<file path="config.mk">
export PLATFORM = sky130hd
export DESIGN_NAME = sif_xa_arbiter
export DESIGN_NICKNAME = d
export VERILOG_FILES = /design/src/rtl/sif_xa_arbiter_pkg.sv /design/src/rtl/sif_xa_arbiter_rr_pick.sv /design/src/rtl/sif_xa_arbiter.sv
export SDC_FILE = /design/constraint.sdc
export NUM_CORES = 1
export LEC_CHECK = 0
export BUFFER_PORTS_ARGS = -buffer_cell sky130_fd_sc_hd__buf_4
export CAP_MARGIN = 20
export CORE_UTILIZATION = 49
export CTS_BUF_LIST = sky130_fd_sc_hd__clkbuf_4
export CTS_CLUSTER_DIAMETER = 80
export DETAILED_ROUTE_END_ITERATION = 8
export GPL_ROUTABILITY_DRIVEN = 0
export PLACE_DENSITY = 0.86
export SLEW_MARGIN = 20
export SYNTH_ARGS = -nofsm -noshare
export SYNTH_HDL_FRONTEND = slang
export SYNTH_HIERARCHICAL = 1
export SYNTH_SLANG_ARGS = --single-unit
</file>
<file path="constraint.sdc">
create_clock -name clk -period 4.6 [get_ports clk]
set_input_delay 0.92 -clock clk [delete_from_list [all_inputs] [get_ports clk]]
set_output_delay 0.92 -clock clk [all_outputs]
set_load 0.1 [all_outputs]
</file>
<file path="src/rtl/sif_xa_arbiter_pkg.sv">
// Shared definitions for the SIF XA arbiter slice.
//   E_ArbState  - arbiter FSM states
//   E_Operation - {rst_n, xa_wr_st, xa_rd_st} bus encoding, used by the
//                 protocol assertions and coverage points
//   sif_op()    - maps the three raw bits onto E_Operation
package sif_xa_arbiter_pkg;

  localparam int unsigned SIF_XA_TIMEOUT_DEFAULT = 15;
  localparam int unsigned SIF_XA_TIMER_W         = 8;

  typedef enum logic [1:0] {
    A_IDLE   = 2'd0,
    A_STROBE = 2'd1,
    A_WAIT   = 2'd2,
    A_RESP   = 2'd3
  } E_ArbState;

  typedef enum logic [2:0] {
    OP_RESET   = 3'b000,
    OP_IDLE    = 3'b100,
    OP_READ    = 3'b101,
    OP_WRITE   = 3'b110,
    OP_ILLEGAL = 3'b111
  } E_Operation;

  // Every combination with rst_n low collapses to OP_RESET so the result
  // is always a legal enum member.
  function automatic E_Operation sif_op(input logic rst_n,
                                        input logic wr_st,
                                        input logic rd_st);
    E_Operation op;
    if (!rst_n) begin
      op = OP_RESET;
    end else begin
      unique case ({wr_st, rd_st})
        2'b00:   op = OP_IDLE;
        2'b01:   op = OP_READ;
        2'b10:   op = OP_WRITE;
        default: op = OP_ILLEGAL;
      endcase
    end
    return op;
  endfunction

endpackage

</file>
<file path="src/rtl/sif_xa_arbiter_rr_pick.sv">
// sif_rr_pick - combinational round-robin picker.
//   req_i  : request vector
//   ptr_i  : index of the last served requester
//   gnt_o  : one-hot winner (zero when no request)
//   idx_o  : index of the winner
//   any_o  : at least one request present
// Scanning starts at ptr_i+1 and wraps, so the last served requester has
// the lowest priority.
module sif_rr_pick
  import sif_xa_arbiter_pkg::*;
#(
  parameter int N_REQ = 4,
  localparam int IDX_W = $clog2(N_REQ)
) (
  input  logic [N_REQ-1:0] req_i,
  input  logic [IDX_W-1:0] ptr_i,
  output logic [N_REQ-1:0] gnt_o,
  output logic [IDX_W-1:0] idx_o,
  output logic             any_o
);

  always_comb begin
    int             cand;
    logic [IDX_W-1:0] cand_idx;
    gnt_o    = '0;
    idx_o    = '0;
    any_o    = 1'b0;
    cand     = 0;
    cand_idx = '0;
    for (int off = 1; off <= N_REQ; off++) begin
      cand     = (int'(ptr_i) + off) % N_REQ;
      cand_idx = IDX_W'(cand);
      if (!any_o && req_i[cand_idx]) begin
        any_o           = 1'b1;
        idx_o           = cand_idx;
        gnt_o[cand_idx] = 1'b1;
      end
    end
  end

endmodule

</file>
<file path="src/rtl/sif_xa_arbiter.sv">
// sif_xa_arbiter - round-robin sequencer sharing one SIF XA port.
//   clk, rst_n        : clock, async active-low reset
//   req_vld_i/wr_i    : per-requester request and direction (1 = write)
//   req_addr_i/wdata_i: packed per-requester address / write data
//   req_gnt_o         : one-cycle one-hot grant pulse (coincides with strobe)
//   rsp_vld_o         : one-cycle one-hot completion pulse
//   rsp_rdata_o/err_o : read data / timeout flag, valid with rsp_vld_o
//   xa_wr_st_o/rd_st_o: SIF strobes, never both high
//   xa_addr_o/data_wr_o: SIF address / write data, held through WAIT
//   xa_data_rd_i/done_i: SIF read data and completion pulse
// All outputs come straight from flops.
module sif_xa_arbiter
  import sif_xa_arbiter_pkg::*;
#(
  parameter int N_REQ   = 4,
  parameter int AW      = 8,
  parameter int DW      = 16,
  parameter int TIMEOUT = SIF_XA_TIMEOUT_DEFAULT,
  localparam int IDX_W  = $clog2(N_REQ)
) (
  input  logic                clk,
  input  logic                rst_n,
  input  logic [N_REQ-1:0]    req_vld_i,
  input  logic [N_REQ-1:0]    req_wr_i,
  input  logic [N_REQ*AW-1:0] req_addr_i,
  input  logic [N_REQ*DW-1:0] req_wdata_i,
  output logic [N_REQ-1:0]    req_gnt_o,
  output logic [N_REQ-1:0]    rsp_vld_o,
  output logic [DW-1:0]       rsp_rdata_o,
  output logic                rsp_err_o,
  output logic                xa_wr_st_o,
  output logic                xa_rd_st_o,
  output logic [AW-1:0]       xa_addr_o,
  output logic [DW-1:0]       xa_data_wr_o,
  input  logic [DW-1:0]       xa_data_rd_i,
  input  logic                xa_done_i
);

  localparam logic [SIF_XA_TIMER_W-1:0] TIMER_LAST = SIF_XA_TIMER_W'(TIMEOUT - 1);

  E_ArbState                 state_q, state_d;
  logic [IDX_W-1:0]          ptr_q, ptr_d;
  logic [IDX_W-1:0]          idx_q, idx_d;
  logic                      wr_q, wr_d;
  logic [AW-1:0]             addr_q, addr_d;
  logic [DW-1:0]             wdata_q, wdata_d;
  logic [SIF_XA_TIMER_W-1:0] timer_q, timer_d;
  logic [N_REQ-1:0]          gnt_q, gnt_d;
  logic [N_REQ-1:0]          rsp_vld_q, rsp_vld_d;
  logic [DW-1:0]             rdata_q, rdata_d;
  logic                      err_q, err_d;
  logic                      wr_st_q, wr_st_d;
  logic                      rd_st_q, rd_st_d;

  logic [N_REQ-1:0]          pick_gnt;
  logic [IDX_W-1:0]          pick_idx;
  logic                      pick_any;

  sif_rr_pick #(.N_REQ(N_REQ)) u_pick (
    .req_i (req_vld_i),
    .ptr_i (ptr_q),
    .gnt_o (pick_gnt),
    .idx_o (pick_idx),
    .any_o (pick_any)
  );

  always_comb begin
    state_d   = state_q;
    ptr_d     = ptr_q;
    idx_d     = idx_q;
    wr_d      = wr_q;
    addr_d    = addr_q;
    wdata_d   = wdata_q;
    timer_d   = timer_q;
    gnt_d     = '0;
    rsp_vld_d = '0;
    rdata_d   = '0;
    err_d     = 1'b0;
    wr_st_d   = 1'b0;
    rd_st_d   = 1'b0;

    unique case (state_q)
      A_IDLE: begin
        // Outputs for STROBE are computed here so they are registered and
        // appear in the cycle right after the decision edge.
        if (pick_any) begin
          idx_d   = pick_idx;
          wr_d    = req_wr_i[pick_idx];
          addr_d  = req_addr_i[int'(pick_idx)*AW +: AW];
          wdata_d = req_wdata_i[int'(pick_idx)*DW +: DW];
          gnt_d   = pick_gnt;
          wr_st_d = req_wr_i[pick_idx];
          rd_st_d = !req_wr_i[pick_idx];
          state_d = A_STROBE;
        end
      end
      A_STROBE: begin
        // xa_done here is deliberately ignored.
        timer_d = '0;
        state_d = A_WAIT;
      end
      A_WAIT: begin
        if (xa_done_i) begin
          rsp_vld_d = N_REQ'(1) << idx_q;
          rdata_d   = wr_q ? '0 : xa_data_rd_i;
          state_d   = A_RESP;
        end else if (timer_q == TIMER_LAST) begin
          rsp_vld_d = N_REQ'(1) << idx_q;
          err_d     = 1'b1;
          state_d   = A_RESP;
        end else if (timer_q != '1) begin
          timer_d = timer_q + 1'b1;
        end
      end
      A_RESP: begin
        ptr_d   = idx_q;
        state_d = A_IDLE;
      end
      default: state_d = A_IDLE;
    endcase
  end

  always_ff @(posedge clk or negedge rst_n) begin
    if (!rst_n) begin
      state_q   <= A_IDLE;
      ptr_q     <= IDX_W'(N_REQ - 1);
      idx_q     <= '0;
      wr_q      <= 1'b0;
      addr_q    <= '0;
      wdata_q   <= '0;
      timer_q   <= '0;
      gnt_q     <= '0;
      rsp_vld_q <= '0;
      rdata_q   <= '0;
      err_q     <= 1'b0;
      wr_st_q   <= 1'b0;
      rd_st_q   <= 1'b0;
    end else begin
      state_q   <= state_d;
      ptr_q     <= ptr_d;
      idx_q     <= idx_d;
      wr_q      <= wr_d;
      addr_q    <= addr_d;
      wdata_q   <= wdata_d;
      timer_q   <= timer_d;
      gnt_q     <= gnt_d;
      rsp_vld_q <= rsp_vld_d;
      rdata_q   <= rdata_d;
      err_q     <= err_d;
      wr_st_q   <= wr_st_d;
      rd_st_q   <= rd_st_d;
    end
  end

  assign req_gnt_o    = gnt_q;
  assign rsp_vld_o    = rsp_vld_q;
  assign rsp_rdata_o  = rdata_q;
  assign rsp_err_o    = err_q;
  assign xa_wr_st_o   = wr_st_q;
  assign xa_rd_st_o   = rd_st_q;
  assign xa_addr_o    = addr_q;
  assign xa_data_wr_o = wdata_q;

  E_Operation xa_op;
  assign xa_op = sif_op(rst_n, wr_st_q, rd_st_q);

  a_no_illegal_op: assert property (@(posedge clk) xa_op != OP_ILLEGAL);
  a_gnt_onehot:    assert property (@(posedge clk) disable iff (!rst_n) $onehot0(gnt_q));
  a_rsp_onehot:    assert property (@(posedge clk) disable iff (!rst_n) $onehot0(rsp_vld_q));
  c_op_write:      cover property (@(posedge clk) xa_op == OP_WRITE);
  c_op_read:       cover property (@(posedge clk) xa_op == OP_READ);

endmodule

</file>
After elaboration in Yosys (flattened, before gate mapping). Cells that the tools add are included.

Muxes and demuxes: 53. Shift-type cells: 3. Equality and inequality tests: 10. Reduce and logical (&&, ||, !) cells: 16. Add/subtract/negate cells: 5. Bitwise operators: 3. Magnitude comparators: 9.

Operators with widths (number): variable part select 64 x 7 -> 16 bit (1); two-way mux 16 bit (3); two-way mux 4 bit (9); variable part select 32 x 6 -> 8 bit (1); two-way mux 8 bit (3); two-way mux 1 bit (20); case mux 8 bit (2 select lines) (1); < comparator 2 x 3 -> 1 bit, second input constant (5); two-way mux 2 bit (7); bitwise OR 4 bit (3); binary-select mux 1 bit (select 2 bit) (5); adder 8 x 1 -> 8 bit, second input constant (1); demux 1 bit (select 2 bit) (4); equality test 8 x 4 -> 1 bit, second input constant (1); >= comparator 2 x 1 -> 1 bit, second input constant (4); inequality test 2 bit, second input constant (4); inequality test 8 bit, second input constant (1); case mux 2 bit (4 select lines) (1); logical AND 1 bit (7); adder 2 x 1 -> 2 bit, second input constant (2); adder 2 bit, second input constant (2); equality test 2 bit, second input constant (2); logical NOT 1 bit (4); AND reduction 2 bit (2); other kinds (6) (6).

Output and inout port bits: 51. Word-level logic and storage cells: 112. Bits of input ports: 123. Flip-flop bits (word level): 66.

Longest topological paths before layout.
Word-level depth: 18. Mapped depth: 13. Mapped depth without buffers: 9.

Cells and area by module. Netlist, hierarchy kept.

Modules (own cells, without submodules): sif_xa_arbiter (area each 3208.1 um^2, sequential area each 1654.1 um^2, instances 1, cells an instance 216); sif_rr_pick (area each 629.4 um^2, sequential area each 0.0 um^2, instances 1, cells an instance 86).

Least setup slack after synthesis. Ideal clock, no wire load.

Kind: register -> register. Start: register ptr_q[0]. End: register wdata_q[10] (netlist: xa_data_wr_o[10]). Period minus slack after synthesis: 3.522 ns. Cell stages (with the launch flop): 14. Data arrival time: 3.396 ns. Path buffers: 5. Setup time: 0.126 ns. Required time: 4.474 ns. Setup slack: 1.078 ns. Cell sequence: dfstp_2 > buf_6 > buf_2 > inv_1 > ha_1 > clkbuf_1 > a21oi_1 > a211oi_1 > a311o_1 > a221oi_1 > buf_4 > buf_6 > mux4_2 > mux2_2.

Word-level cells in the longest chain between the ends: 14. Elaborated cells on any way between the ends: 28. Those cells by class: add/sub (4); shift (1); mux (16); reduce/logical (7).

RTL lines: from (decl) (line sif_xa_arbiter.sv:42) `logic [IDX_W-1:0] ptr_q, ptr_d;`; from (signal assigned) (line sif_xa_arbiter.sv:126) `ptr_q <= IDX_W'(N_REQ - 1);`; from (signal assigned) (line sif_xa_arbiter.sv:140) `ptr_q <= ptr_d;`; adder 2 x 1 -> 2 bit (line sif_xa_arbiter_rr_pick.sv:31) `cand = (int'(ptr_i) + off) % N_REQ;`; binary-select mux 1 bit (select 2 bit) (line sif_xa_arbiter_rr_pick.sv:33) `if (!any_o && req_i[cand_idx]) begin`; two-way mux 1 bit (not written as such) (line sif_xa_arbiter_rr_pick.sv:33); two-way mux 1 bit (line sif_xa_arbiter_rr_pick.sv:33); logical NOT 1 bit (line sif_xa_arbiter_rr_pick.sv:33); logical AND 1 bit (line sif_xa_arbiter_rr_pick.sv:33); two-way mux 1 bit (line sif_xa_arbiter_rr_pick.sv:33); logical NOT 1 bit (line sif_xa_arbiter_rr_pick.sv:33); logical AND 1 bit (line sif_xa_arbiter_rr_pick.sv:33); two-way mux 1 bit (line sif_xa_arbiter_rr_pick.sv:33); logical NOT 1 bit (line sif_xa_arbiter_rr_pick.sv:33); logical AND 1 bit (line sif_xa_arbiter_rr_pick.sv:33); two-way mux 2 bit * (line sif_xa_arbiter_rr_pick.sv:33); named net pick_idx[0] (line sif_xa_arbiter.sv:56) `logic [IDX_W-1:0] pick_idx;`; variable part select 64 x 7 -> 16 bit * (line sif_xa_arbiter.sv:90) `wdata_d = req_wdata_i[int'(pick_idx)*DW +: DW];`; to (signal assigned) (line sif_xa_arbiter.sv:144) `wdata_q <= wdata_d;`; to (decl) (line sif_xa_arbiter.sv:46) `logic [DW-1:0] wdata_q, wdata_d;`.

Mark *: on every way through the listed nets, which the timed path passes. The rest lies on a longest branch. The select of a mux whose other input is x is not followed. A chain may end at the register's enable or synchronous reset.

Worst setup path in the final report.
Start: register ptr_q[0]. End: register wr_q.

Word-level cells in the longest chain between the ends: 15. Elaborated cells on any way between the ends: 29. Those cells by class: add/sub (4); mux (18); reduce/logical (7).

RTL lines: adder 2 x 1 -> 2 bit (line sif_xa_arbiter_rr_pick.sv:31); binary-select mux 1 bit (select 2 bit) (line sif_xa_arbiter_rr_pick.sv:33); two-way mux 1 bit (not written as such) (line sif_xa_arbiter_rr_pick.sv:33); two-way mux 1 bit (line sif_xa_arbiter_rr_pick.sv:33); logical NOT 1 bit (line sif_xa_arbiter_rr_pick.sv:33); logical AND 1 bit (line sif_xa_arbiter_rr_pick.sv:33); two-way mux 1 bit (line sif_xa_arbiter_rr_pick.sv:33); logical NOT 1 bit (line sif_xa_arbiter_rr_pick.sv:33); logical AND 1 bit (line sif_xa_arbiter_rr_pick.sv:33); two-way mux 1 bit (line sif_xa_arbiter_rr_pick.sv:33); logical NOT 1 bit (line sif_xa_arbiter_rr_pick.sv:33); logical AND 1 bit (line sif_xa_arbiter_rr_pick.sv:33); two-way mux 2 bit * (line sif_xa_arbiter_rr_pick.sv:33); named net pick_idx[0] (line sif_xa_arbiter.sv:56); binary-select mux 1 bit (select 2 bit) * (line sif_xa_arbiter.sv:88) `wr_d = req_wr_i[pick_idx];`; two-way mux 1 bit (not written as such) * (line sif_xa_arbiter.sv:88); to (signal assigned) (line sif_xa_arbiter.sv:142) `wr_q <= wr_d;`; to (decl) (line sif_xa_arbiter.sv:44) `logic wr_q, wr_d;`.

Marked as above.

==> results.toml <==
[outcome]
status = "completed"

[clock_tree]
clock_latency_ns = 0.41
cts.path.max_buffers = 2
root_buffer = "clkbuf_4"
clk_pin_slew_ns = 0.10
holdBufCountCts = 0
cts_resized = 0
ctsHtreeMaxLevel = 3
cts_tree = "built"
cts_inserted_buffers = 9
post_cts_buffers = 0
clock_sinks = 66

[setup_path]
crit_fanout = 22
cp_data_arrival_time_ns = 4.13
cp-start-kind = "flop"
cp-startpoint = "ptr_q[0]"
crit_end = "wr_q"
path_class = "reg -> reg"
timing.rr.end = "wr_q"
setup.worst_path.end_class = "flop"
cp_data_required_time_ns = 4.90
r2r_start = "ptr_q[0]"
r2r_cells = 10
ff2ff_setup_slack_ns = 0.77

[global_routing]
grt_pass1_vias = 3252
antenna_found_initial = 0
grt_pass1_wl_mm = 15.9
grt_usage = 0.249
grt_max_degree = 67
overflow = 0

[floorplanning]
die-area_um2 = 8190
core-area_um2 = 7410
rows = 31
initial_core_util = 0.518
die_height_um = 90.5
die_w_um = 90.5
pin_count = 174

[sta]
fin_worst_hold_slack_ns = 0.497
finalHoldViolCount = 0
finalCritPeriodShare = 0.833
min_period_ns = 3.83
tightestPinTransition_ns = 0.985
relSlewSlack = 0.341
setup_viol = 0
max_freq_mhz = 261
report.final.slew_viol_count = 0
tns_ns = 0
grt_setup_unrepaired = "no"
final.setup_skew_ns = 0.0139

[place]
post-dp-hpwl_mm = 7.87
io_buffer_count = 173

[routing]
routedWlPerCell_um = 17.8
vias = 3237
drt-pass1-iter-count = 4
ant_nets = 0
finalWirelength_mm = 10.2
drt_iter0_markers = 132
vias_per_cell = 5.65
drc = 0

[hold_path]
worstHoldStart = "wr_q"
hp-class = "reg -> reg"

[synth]
netlist.area_leader.share = 0.417
synthCells = 302
post-synth-top-area-cell = "dfrtp_1"
synthTopCellsByArea = "dfrtp_1, mux4_2, mux2_2"
synth_ff_type = "dfrtp_1"
yosys_warnings = 6
ys_seq_area_frac = 0.431
synth_edf_count = 0
synthesis.area_um2 = 3840
synthArstFlopShare = 1.00
syn_nets = 439
synth.avg_cell_area_um2 = 12.7
synth_cell_type_count = 53
ys_ff_latch = 66

[cells_and_area]
synthToLayoutAreaGrowth_pct = 39.8
final_cell_mix = "buf_4, dfrtp_1, mux2_2"
drive_gt1_frac = 0.559
layout_commonest_cell = "buf_4"
layout.nets = 606
multiInputGateArea_um2 = 2040
diodes = 0
fillers = 538
ff_latch_area_um2 = 1650

[pwr]
power_uw = 4340
ir_drop_uv = 437
p_leak_uw = 0.00260
p_per_area_nw_per_um2 = 809

[flow_run]
max-cap-violations = 0
worst max-delay path: stages (launching register included):
cell and delay, ns:
dfstp_2 0.82, inv_1 0.19, ha_1 0.48, a21oi_1 0.17
a211oi_1 0.07, a311o_1 0.38, a221oi_4 0.48, buf_12 0.27
mux4_2 0.53, nor2b_1 0.15, a21o_1 0.16
routing by layer:
layer / up-vias / share of wire / track usage
met3: 28 / 0.079 / 0.0791
li1: 1474 / - / -
met4: 0 / 0.029 / 0.0914
met1: 1592 / 0.37 / 0.286
met5: - / 0 / 0
met2: 143 / 0.52 / 0.433
cell type report:
type                            count  share of cell area
Clock buffer                       11              0.0154
Clock inverter                      5              0.0147
Inverter                           15              0.0105
Multi-Input combinational cell    201               0.380
Sequential cell                    66               0.308
Tap cell                           99              0.0231
Timing Repair Buffer              176               0.249
metrics by stage:
step	std cells	instance area, um2	setup slack (ns)	util
2_1_floorplan	302	3840	1.08	-
4_1_cts	573	5370	0.781	0.724
3_3_place_gp	557	5200	0.911	0.703
3_5_place_dp	557	5200	0.800	0.703
6_report	573	5370	0.770	0.724
5_1_grt	573	5370	0.544	0.724
synthesized netlist by cell type, types with 4 or more instances:
| cell type | count |
|---|---|
| mux2i_1 | 4 |
| nor2_1 | 10 |
| ha_1 | 14 |
| a31oi_1 | 9 |
| a2111o_1 | 4 |
| nand2b_1 | 4 |
| o31ai_1 | 4 |
| and3_1 | 6 |
| mux4_2 | 27 |
| buf_6 | 4 |
| or3_1 | 4 |
| dfrtp_1 | 64 |
| buf_2 | 8 |
| nand3_1 | 6 |
| a21oi_1 | 7 |
| nand4_1 | 7 |
| inv_1 | 15 |
| and2_1 | 16 |
| nand2_1 | 12 |
| clkbuf_1 | 6 |
| mux2_2 | 30 |
logic make-up after synthesis:
logic type	count (synthesis)	synth area share
AO/OA/AOI/OAI	45	0.0919
flip-flops	66	0.431
buffers and inverters	35	0.0460
adder cells (fa/ha/maj)	14	0.0456
AND/OR/NAND/NOR	80	0.125
multiplexers	62	0.261
worst min-delay path by stage:
stage	endpoint	slack, ns	cells after the start
2_1_floorplan	wr_q	0.45	1
3_3_place_gp	wr_q	0.46	1
3_5_place_dp	wr_q	0.47	1
4_1_cts	wr_q	0.50	1
5_1_grt	wr_q	0.52	1
6_report	wr_q	0.50	1
report_power, final:
| group | switching (uW) | total [uW] | internal, uW |
|---|---|---|---|
| registers | 178 | 973 | 795 |
| clock network | 214 | 447 | 232 |
| logic | 1900 | 2920 | 1020 |
state kept, by name, summed over array words and instances, names as in the netlist:
name and cells:
idx_q 2, ptr_q 2, req_gnt_o 4, rsp_err_o 1, rsp_rdata_o 16, rsp_vld_o 4, state_q 2, timer_q 8
wr_q 1, xa_addr_o 8, xa_data_wr_o 16, xa_rd_st_o 1, xa_wr_st_o 1
No activity file was read; power rests on OpenSTA's default activity.
